**src/rtl/ucie_ctl_csr_pkg.sv**
```systemverilog
// ucie_ctl_csr_pkg: register map, per-bit attribute tables and protocol FSM state for the UCIe CSR bank
package ucie_ctl_csr_pkg;
  localparam int CSR_NUM_REGS = 16;
  localparam int CSR_DATA_W = 32;
  typedef logic [CSR_NUM_REGS-1:0][CSR_DATA_W-1:0] tab_t;
  typedef enum logic [3:0] {R_CTRL = 4'd0, R_STATUS = 4'd1, R_ADVCAP = 4'd4, R_WO = 4'd9} reg_idx_e;
  typedef enum logic [1:0] {IDLE, SETUP, ACCESS} state_t;
  function automatic tab_t f_tab(input logic [CSR_DATA_W-1:0] dflt, ctrl, status, advcap, wo);
    tab_t t;
    for (int k = 0; k < CSR_NUM_REGS; k++) t[k] = dflt;
    t[R_CTRL] = ctrl;
    t[R_STATUS] = status;
    t[R_ADVCAP] = advcap;
    t[R_WO] = wo;
    return t;
  endfunction
  localparam tab_t RESET_VAL = f_tab('0, '0, '0, 32'h0000_0011, 32'h0000_00C3);
  localparam tab_t P_WMASK   = f_tab('1, ~32'hFFE0_03FC, '0, 32'hFF00_000F, '1);
  localparam tab_t A_WMASK   = f_tab('0, '0, '0, 32'hFF00_00F0, '1);
  localparam tab_t W1C_MASK  = f_tab('0, '0, 32'h0000_00FF, '0, '0);
  localparam tab_t WO_MASK   = f_tab('0, '0, '0, '0, '1);
endpackage

```
**src/rtl/ucie_ctl_rr_arb.sv**
```systemverilog
// ucie_ctl_rr_arb: round-robin arbiter, combinational one-hot grant, pointer moves past the winner
module ucie_ctl_rr_arb #(
  parameter int N = 2
) (
  input  logic         i_clk,
  input  logic         i_rst_n,
  input  logic [N-1:0] i_req,
  output logic [N-1:0] o_grant
);
  localparam int PW = N > 1 ? $clog2(N) : 1;
  logic [PW-1:0] r_ptr;
  int w_sel, w_dist;
  always_comb begin
    w_sel = N;
    w_dist = N;
    o_grant = '0;
    for (int i = 0; i < N; i++)
      if (i_req[i] && (i - int'(r_ptr) + N) % N < w_dist) begin
        w_dist = (i - int'(r_ptr) + N) % N;
        w_sel = i;
      end
    for (int i = 0; i < N; i++) o_grant[i] = (i == w_sel);
  end
  always_ff @(posedge i_clk or negedge i_rst_n)
    if (!i_rst_n) r_ptr <= '0;
    else if (w_sel < N) r_ptr <= PW'((w_sel + 1) % N);
endmodule

```
**src/rtl/ucie_ctl_csr_mc.sv**
```systemverilog
// ucie_ctl_csr_mc: UCIe controller CSR bank with APB-style protocol port and arbitrated adapter write channels
module ucie_ctl_csr_mc import ucie_ctl_csr_pkg::*; #(
  parameter int ADDR_W      = 8,
  parameter int DATA_W      = CSR_DATA_W,
  parameter int NUM_REGS    = CSR_NUM_REGS,
  parameter int BASE_ADDR   = 'h10,
  parameter int N_ADP       = 2,
  parameter int ADVCAP_IDX  = 4,
  parameter int RETRAIN_BIT = 10
) (
  input  logic                    i_clk,
  input  logic                    i_rst_n,
  input  logic                    i_P_Select,
  input  logic                    i_P_Enable,
  input  logic                    i_P_WR,
  input  logic [ADDR_W-1:0]       i_P_addr,
  input  logic [DATA_W-1:0]       i_P_WDATA,
  output logic                    o_P_Ready,
  output logic [DATA_W-1:0]       o_P_RDATA,
  output logic                    o_P_SlvErr,
  input  logic [N_ADP-1:0]        i_A_Valid,
  input  logic [N_ADP*ADDR_W-1:0] i_A_addr,
  input  logic [N_ADP*DATA_W-1:0] i_A_WDATA,
  output logic [N_ADP-1:0]        o_A_Ready,
  output logic                    o_A_Err,
  output logic [DATA_W-1:0]       o_Advcap,
  output logic                    o_retrain
);
  localparam int IW = $clog2(NUM_REGS);
  localparam int HI = BASE_ADDR + 4 * NUM_REGS;
  function automatic logic f_hit(input logic [ADDR_W-1:0] a);
    return a[1:0] == 2'b00 && 32'(a) >= BASE_ADDR && 32'(a) < HI;
  endfunction
  function automatic logic [IW-1:0] f_idx(input logic [ADDR_W-1:0] a);
    return IW'((a - ADDR_W'(BASE_ADDR)) >> 2);
  endfunction
  state_t                           r_state;
  logic [NUM_REGS-1:0][DATA_W-1:0]  r_regs, w_next;
  logic [NUM_REGS-1:0]              r_lock, w_lock_next;
  logic                             r_ready, r_slverr, r_retrain, r_aerr;
  logic [DATA_W-1:0]                r_rdata, w_a_wdata, w_am;
  logic [ADDR_W-1:0]                w_a_addr;
  logic [N_ADP-1:0]                 w_grant;
  logic                             w_a_acc, w_a_hit, w_p_go, w_p_hit, w_p_we;
  logic [IW-1:0]                    w_p_idx, w_a_idx;
  ucie_ctl_rr_arb #(.N(N_ADP)) u_arb (.i_clk(i_clk), .i_rst_n(i_rst_n), .i_req(i_A_Valid), .o_grant(w_grant));
  assign w_a_acc = |w_grant;
  assign w_a_hit = f_hit(w_a_addr);
  assign w_a_idx = f_idx(w_a_addr);
  assign w_p_go  = r_state == SETUP && i_P_Select && i_P_Enable;
  assign w_p_hit = f_hit(i_P_addr);
  assign w_p_idx = f_idx(i_P_addr);
  assign w_p_we  = w_p_go && i_P_WR && w_p_hit;
  always_comb begin
    w_a_addr = '0;
    w_a_wdata = '0;
    for (int i = 0; i < N_ADP; i++)
      if (w_grant[i]) begin
        w_a_addr = i_A_addr[i*ADDR_W +: ADDR_W];
        w_a_wdata = i_A_WDATA[i*DATA_W +: DATA_W];
      end
  end
  // Adapter update is layered on top of the protocol update so it wins overlaps and set beats clear
  always_comb begin
    w_next = r_regs;
    w_lock_next = r_lock;
    w_am = '0;
    for (int k = 0; k < NUM_REGS; k++) begin
      if (w_p_we && w_p_idx == IW'(k))
        w_next[k] = ((r_regs[k] & ~P_WMASK[k]) | (i_P_WDATA & P_WMASK[k])) & ~(W1C_MASK[k] & i_P_WDATA);
      if (w_a_acc && w_a_hit && w_a_idx == IW'(k)) begin
        w_am = ~(WO_MASK[k] & {DATA_W{r_lock[k]}});
        w_next[k] = (w_next[k] & ~(A_WMASK[k] & w_am)) | (w_a_wdata & A_WMASK[k] & w_am) | (w_a_wdata & W1C_MASK[k] & w_am);
        w_lock_next[k] = r_lock[k] | (|WO_MASK[k]);
      end
    end
    w_next[0][RETRAIN_BIT] = 1'b0;
  end
  always_ff @(posedge i_clk or negedge i_rst_n)
    if (!i_rst_n) begin
      r_regs <= RESET_VAL;
      r_lock <= '0;
      r_aerr <= 1'b0;
      r_retrain <= 1'b0;
    end else begin
      r_regs <= w_next;
      r_lock <= w_lock_next;
      r_aerr <= w_a_acc && !w_a_hit;
      r_retrain <= w_p_we && w_p_idx == '0 && i_P_WDATA[RETRAIN_BIT];
    end
  always_ff @(posedge i_clk or negedge i_rst_n)
    if (!i_rst_n) begin
      r_state <= IDLE;
      r_ready <= 1'b0;
      r_slverr <= 1'b0;
      r_rdata <= '0;
    end else begin
      unique case (r_state)
        IDLE: r_state <= (i_P_Select && !i_P_Enable) ? SETUP : IDLE;
        SETUP:
          if (!i_P_Select) r_state <= IDLE;
          else if (i_P_Enable) begin
            r_state <= ACCESS;
            r_ready <= 1'b1;
            r_slverr <= !w_p_hit;
            r_rdata <= (w_p_hit && !i_P_WR) ? r_regs[w_p_idx] : '0;
          end
        ACCESS: begin
          r_state <= IDLE;
          r_ready <= 1'b0;
          r_slverr <= 1'b0;
          r_rdata <= '0;
        end
        default: r_state <= IDLE;
      endcase
    end
  assign o_P_Ready  = r_ready;
  assign o_P_RDATA  = r_rdata;
  assign o_P_SlvErr = r_slverr;
  assign o_A_Ready  = w_grant;
  assign o_A_Err    = r_aerr;
  assign o_retrain  = r_retrain;
  assign o_Advcap   = r_regs[ADVCAP_IDX];
endmodule

```
**config.mk**
```make
export PLATFORM = sky130hd
export DESIGN_NAME = ucie_ctl_csr_mc
export DESIGN_NICKNAME = d
export VERILOG_FILES = /design/src/rtl/ucie_ctl_csr_pkg.sv /design/src/rtl/ucie_ctl_rr_arb.sv /design/src/rtl/ucie_ctl_csr_mc.sv
export SDC_FILE = /design/constraint.sdc
export NUM_CORES = 1
export LEC_CHECK = 0
export CORE_MARGIN = 2
export CORE_UTILIZATION = 57
export CTS_BUF_LIST = sky130_fd_sc_hd__clkbuf_2
export DETAILED_ROUTE_END_ITERATION = 7
export PLACE_DENSITY = 0.79
export RECOVER_POWER = 100
export SYNTH_ARGS = -nofsm -noshare
export SYNTH_HDL_FRONTEND = slang
export SYNTH_SLANG_ARGS = --single-unit
```
**constraint.sdc**
```tcl
create_clock -name i_clk -period 4.6 [get_ports i_clk]
set_clock_uncertainty 0.15 [all_clocks]
set_input_delay 0.92 -clock i_clk [delete_from_list [all_inputs] [get_ports i_clk]]
set_output_delay 0.92 -clock i_clk [all_outputs]
set_load 0.01 [all_outputs]
```
==> results of run 1 <==
critical path: stages:
cell and delay [ns]:
dlygate4sd3_1 0.68, a21boi_0 0.64, dlygate4sd3_1 0.71
power by group through the flow:
stage	Sequential (mW)	Clock, mW	Combinational (mW)
after detailed placement	4.57	0	0.884
after global routing	4.50	3.30	0.923
after global placement	4.57	0	0.863
final	4.48	3.00	0.850
after floorplan	4.55	0	0.501
after CTS	4.49	3.06	0.889
final cells by class:
class / count / area, µm²
fillers: 3022 / 14400
flip-flops and latches: 492 / 12300
multi-input cells: 1002 / 10300
repair buffers: 225 / 2200
clock buffers: 186 / 931
well taps: 532 / 666
clock inverters: 26 / 189
inverters: 6 / 22.5
diodes: 2 / 5.00
cells by family after synthesis:
| family | share of synthesized area |
|---|---|
| buffers and inverters | 0.0430 |
| other | 0.000158 |
| DFF | 0.519 |
| AOI/OAI and AO/OA | 0.0495 |
| muxes | 0.336 |
| and+or+nand+nor | 0.0489 |
| adders and majority gates | 0.00316 |
| xor gates and xnor gates | 0.000369 |
through the flow:
stage	area, µm²	cells	hold WS, ns	setup WS [ns]
final	26600	2471	0.332	0.582
after global placement	25800	2256	0.313	0.597
after floorplan	23800	1679	0.279	1.17
after CTS	26900	2469	0.251	0.856
after detailed placement	25800	2256	0.323	0.523
after global routing	26600	2470	0.254	0.479
flip-flops by register name, indices dropped and copies added (netlist names):
name and cells:
r_regs 436, o_P_SlvErr 1, o_Advcap 16, o_retrain 1
u_arb.r_ptr 1, o_P_Ready 1, r_lock 1, r_state 2
o_A_Err 1, o_P_RDATA 32
cell usage in the layout (no fill, tap or decap), types with 7 or more instances in the layout:
cell	n
dfrtp_1	486
mux2_2	262
mux2_1	200
clkbuf_2	191
clkdlybuf4s50_1	120
mux2i_1	96
mux4_2	80
nand2_1	57
dlygate4sd3_1	56
a21oi_1	52
o21ai_0	36
and3_1	24
buf_4	24
nor2_1	23
a22o_1	20
a221oi_1	20
nor2b_1	16
conb_1	16
clkinv_1	13
nand3_1	10
clkbuf_1	9
buf_12	9
nor4_1	8
nand4_4	7
routing by layer:
layer | part of all wire | routed length (µm) | track usage | up-vias
li1 | - | - | - | 6568
met1 | 0.44 | 25400 | 0.380 | 7955
met2 | 0.48 | 27800 | 0.437 | 478
met3 | 0.061 | 3510 | 0.0616 | 94
met4 | 0.019 | 1090 | 0.0915 | 0
met5 | 0 | 0 | 0 | -
worst paths after layout:
| path | from | to | slack (ns) |
|---|---|---|---|
| min in group asynchronous | i_rst_n | r_regs[174] | 1.37 |
| max reg2reg | r_state[1] | r_regs[382] | 0.71 |
| max in group asynchronous | i_rst_n | r_regs[375] | 0.96 |
| min reg2reg | o_P_RDATA[24] | o_P_RDATA[24] | 0.34 |
| max | i_A_Valid[1] | o_A_Ready[0] | 0.58 |
| min | i_P_Enable | r_state[0] | 0.33 |
==> impl_results.md, run 1 <==
* Total power at approximately 8.3 mW
* Clock tree from TritonCTS: built
* Drt pass-1 iters at 4
* Number of sinks on the clock net at 492
* Fraction of registers with async set or reset after synthesis at 1.00
* Setup_tns at 0 ns
* Via count of the first global-routing pass at between 15000 and 20000
* Ranking of synthesized cells by area: dfrtp_1, mux2_2, mux2_1
* Critical path start-end classification: in2out
* Clock latency at the later pin of the worst-skew pair at ~1.0 ns
* Startpoint class of the critical path: input pin
* CTS H-tree depth at 4
* Area of the mapped netlist at roughly 24000 µm²
* IR Drop Worst-Case VDD at 245 µV
* Number of buffers inserted by port buffering at 180
* Slew at the pin with the worst max-slew slack at between 3 and 4 ns
* Die boundary width at 208 µm
* Cell type contributing the most total cell area after synthesis: dfrtp_1
* Cell count of the worst reg-to-reg path at 4
* Number of enable-type register cells in the synthesized netlist at 0
* Share of total power consumed by net switching at 0.276
* Clock transition at the registers of the reported paths at around 0.09 ns
* Result of the run: finished with violations
* PD cells at 313 nW/µm²
* Routed len/inst at 23.4 µm
* Class of the most critical hold timing path: in2reg
* Worst relative slew slack at -1.22
* Post-synthesis cell count at 1664
* Fraction of power consumed by combinational cells at 0.102
* Max Cap Viol at 5
* Hold Fails Final Rpt at 0
* Antenna violations before repair at 1
* Most frequently used cell type in the post-synthesis netlist: dfrtp_1
* Final Routed Wirelength at 57800 µm
* Sequential group share of total power at 0.538
* Ranking of synthesized cells by instance count: dfrtp_1, mux2_2, mux2_1, mux2i_1, mux4_2
* Worst EP arrival at between 2 and 3 ns
* Residual overflow from global routing at 0
* Number of hold-repair buffers added at the cts stage at 1
* Data required, critical path at roughly 3.5 ns
* Routability cong. at between 0.7 and 0.8
* Fraction of layout instances using a drive strength above 1 at 0.314
* Failing checks: capacitance limit, slew limit
* Final cell utilization of the core at 0.650
* Leakage at 13.3 nW
* Number of endpoints failing setup at the final stage at 0
* Root buffer cell: clkbuf_2
* # rows at 74
* P&R area growth vs syn at 12.2%
* Setup crit end kind: primary output
* Initial cell density of the core at 0.579
* Seq/Total Area, Yosys at 0.519
* Unrepaired setup endpoints after global routing: no
* Resized cells post-CTS at 0
* Pin count of the biggest net entering global routing at between 100 and 150
* Final routed DRC violation total at 0
* Peak fanout along the critical path at 10
* Nets at a little under 2000
* Int Pwr at roughly 6 mW
* Post-CTS setup buffer count at 0
* Yosys Warn Count at 0
* Synthesis-stage register bit count at 492
* Fin crit period at 4.02 ns
* Clock network fraction of total power at 0.360
* Yosys cell types at 56
* Top-Level Pins at around 200
* Via count normalized by instance count at 6.11
* Net load switching power at between 2 and 2.5 mW
* Y dimension of the die at about 210 µm
* Final period utilization at 0.874
* Number of slew-limit violations in the final report at around 200
* Worst hold path depth at 2
* Syn_area_per_cell at about 14 µm²
* DPL Wire Length at between 30000 and 40000 µm
* Post-route ant nets at 0
* Cts bufs inserted at 130
* Die outline area at roughly 43000 µm²
* DRT iter0 DRCs at a little over 900
* Post-synth top flop: dfrtp_1
* Total GRT Usage at 0.275
* Maximum number of buffers from clock root to sink at 3
* Maximum operating frequency at approximately 250 MHz
* Vias post-DR at 15100
* CORE AREA at between 40000 and 50000 µm²
* Global-route wire length before repair at approximately 90000 µm
* Area share of the leading cell type in the synthesized netlist at 0.512
No activity file was read; power rests on OpenSTA's default activity.
==> run 2, diff against run 1 <==
--- a/config.mk
+++ b/config.mk
@@ -11,6 +11,7 @@
 export DETAILED_ROUTE_END_ITERATION = 7
 export PLACE_DENSITY = 0.79
 export RECOVER_POWER = 100
+export SLEW_MARGIN = 30
 export SYNTH_ARGS = -nofsm -noshare
 export SYNTH_HDL_FRONTEND = slang
 export SYNTH_SLANG_ARGS = --single-unit
==> run 2 against run 1 <==
- the flow still finishes with violations (capacitance limit, slew limit)
- maximum frequency barely moved
- clock power barely moved
- register-to-register slack improved by 0.02 ns
- sequential power barely moved
- routed wire length barely moved
- non-clock buffer count rose by 1
- worst setup slack improved by 0.0016 ns
- via count rose by 0.17%
- critical path type unchanged
- highest routed layer unchanged
==> impl_results.md, run 2 (synthesized netlist as in run 1, its figures left out) <==
* Result of the run: finished with violations
* Failing checks: capacitance limit, slew limit
* Via count normalized by instance count at between 6 and 7
* Number of hold-repair buffers added at the cts stage at 1
* Setup slack of the critical path after layout at 0.583 ns
* Worst reg2reg path startpoint: r_state[1]
* Post-CTS setup buffer count at 0
* Data required, critical path at between 3 and 4 ns
* Cts bufs inserted at 130
* Y dimension of the die at between 200 and 250 µm
* Number of sinks on the clock net at roughly 490
* Number of slew-limit violations in the final report at between 200 and 300
* Final Routed Wirelength at about 58000 µm
* Setup crit end kind: primary output
* Number of flip-flops under the largest register name at 436
* Initial cell density of the core at 0.579
* P&R area growth vs syn at 11.9%
* Peak fanout along the critical path at 10
* Clock transition at the registers of the reported paths at roughly 0.090 ns
* Nets at 1991
* Residual overflow from global routing at 0
* Net load switching power at between 2 and 2.5 mW
* R2r endpoint: r_regs[382]
* Number of buffers inserted by port buffering at 180
* Final period utilization at 0.873
* CTS H-tree depth at 4
* Sequential group share of total power at 0.539
* Int Pwr at about 6 mW
* Worst EP arrival at between 2 and 3 ns
* Total GRT Usage at 0.275
* # rows at 74
* Via count of the first global-routing pass at 16200
* DRT iter0 DRCs at 933
* CORE AREA at between 40000 and 50000 µm²
* Fin crit period at around 4.0 ns
* Maximum number of buffers from clock root to sink at 3
* Clock latency at the later pin of the worst-skew pair at around 1.0 ns
* Global-route wire length before repair at approximately 92000 µm
* Most common cell after layout, fill and taps aside: dfrtp_1
* Resized cells post-CTS at 0
* Pin count of the biggest net entering global routing at around 130
* Share of total power consumed by net switching at 0.277
* Vias post-DR at between 15000 and 20000
* Slew at the pin with the worst max-slew slack at 2.60 ns
* Worst-case setup slack after placement at 0.523 ns
* Largest Register: r_regs
* Maximum operating frequency at 249 MHz
* Die boundary width at 208 µm
* Setup_tns at 0 ns
* Routability cong. at just under 0.8
* Fraction of layout instances using a drive strength above 1 at 0.312
* Max Cap Viol at 7
* PD cells at about 310 nW/µm²
* Drt pass-1 iters at 5
* Filler Cells Inserted at slightly above 3000
* Critical path start-end classification: in2out
* Worst relative slew slack at -0.731
* Root buffer cell: clkbuf_2
* Final routed DRC violation total at 0
* Top library cells by usage in the layout, fill and taps aside: dfrtp_1, mux2_2, mux2_1, clkbuf_2, clkdlybuf4s50_1
* Routed len/inst at around 23 µm
* Class of the most critical hold timing path: in2async
* Clock tree from TritonCTS: built
* IR Drop Worst-Case VDD at 245 µV
* Post-route ant nets at 0
* Fraction of power consumed by combinational cells at 0.101
* Cell count of the worst reg-to-reg path at 4
* Unrepaired setup endpoints after global routing: no
* Number of endpoints failing setup at the final stage at 0
* Hold Fails Final Rpt at 0
* DPL Wire Length at roughly 36000 µm
* Antenna violations before repair at 1
* Top-Level Pins at 197
* Final cell utilization of the core at 0.648
* Clock network fraction of total power at 0.361
* Startpoint class of the critical path: input pin
* Worst reg2reg setup slack at approximately 0.73 ns
* Die outline area at 43300 µm²
* Placed cells at between 2000 and 2500
* Leakage at roughly 13 nW
* Count of placed standard cells in the final layout, fillers left out at about 2500
==> run 2: cell types whose count changed in the layout (fill, tap and decap cells not counted) <==
| cell | delta |
|---|---|
| diode_2 | -1 |
| buf_8 | +1 |
| clkbuf_1 | +5 |
| clkbuf_2 | +1 |
| buf_12 | -4 |
| buf_4 | -3 |
| clkbuf_4 | +1 |
==> run 2: cell type report <==
class | count | area (µm²) | share of cell area
Inverter | 6 | 22.5 | 0.000847
Multi-Input combinational cell | 1002 | 10300 | 0.388
Timing Repair Buffer | 226 | 2140 | 0.0805
Tap cell | 532 | 666 | 0.0250
Clock buffer | 186 | 931 | 0.0350
Clock inverter | 26 | 189 | 0.00711
Antenna cell | 1 | 2.50 | 0.0000941
Sequential cell | 492 | 12300 | 0.463
==> run 2: worst max-delay path by stage <==
stage	start	endpoint	slack (ns)	depth (start not counted)
after floorplan	i_P_addr[4]	r_regs[292]	1.17	10
after global placement	i_P_addr[5]	r_regs[191]	0.60	8
after detailed placement	i_P_addr[5]	r_regs[168]	0.52	8
after CTS	i_A_Valid[1]	o_A_Ready[1]	0.86	4
after global routing	i_rst_n	o_Advcap[27]	0.42	4
final	i_A_Valid[1]	o_A_Ready[0]	0.58	3
==> run 2: worst max-delay path: stages <==
cell and delay [ns]:
dlygate4sd3_1 0.68, a21boi_0 0.64, dlygate4sd3_1 0.71
==> run 2: layer usage <==
metal / vias to the layer above / wire length (µm) / GRT usage
met2: 487 / 27800 / 0.437
met5: - / 0 / 0
li1: 6568 / - / -
met3: 96 / 3520 / 0.0616
met1: 7969 / 25400 / 0.380
met4: 0 / 1080 / 0.0915
==> run 2: power groups by stage <==
stage	clock (mW)	sequential, mW	combinational (mW)
6_report	3.00	4.48	0.840
5_1_grt	3.30	4.50	0.914
4_1_cts	3.06	4.49	0.889
3_5_place_dp	0	4.57	0.884
3_3_place_gp	0	4.57	0.863
2_1_floorplan	0	4.55	0.501
==> run 2: stage by stage <==
| step | power (mW) | hold slack, ns | cell area, µm² |
|---|---|---|---|
| global placement | 5.43 | 0.313 | 25800 |
| CTS | 8.44 | 0.251 | 26900 |
| finish | 8.33 | 0.226 | 26600 |
| detailed placement | 5.45 | 0.323 | 25800 |
| global route | 8.71 | 0.189 | 26600 |
| floorplan | 5.05 | 0.279 | 23800 |
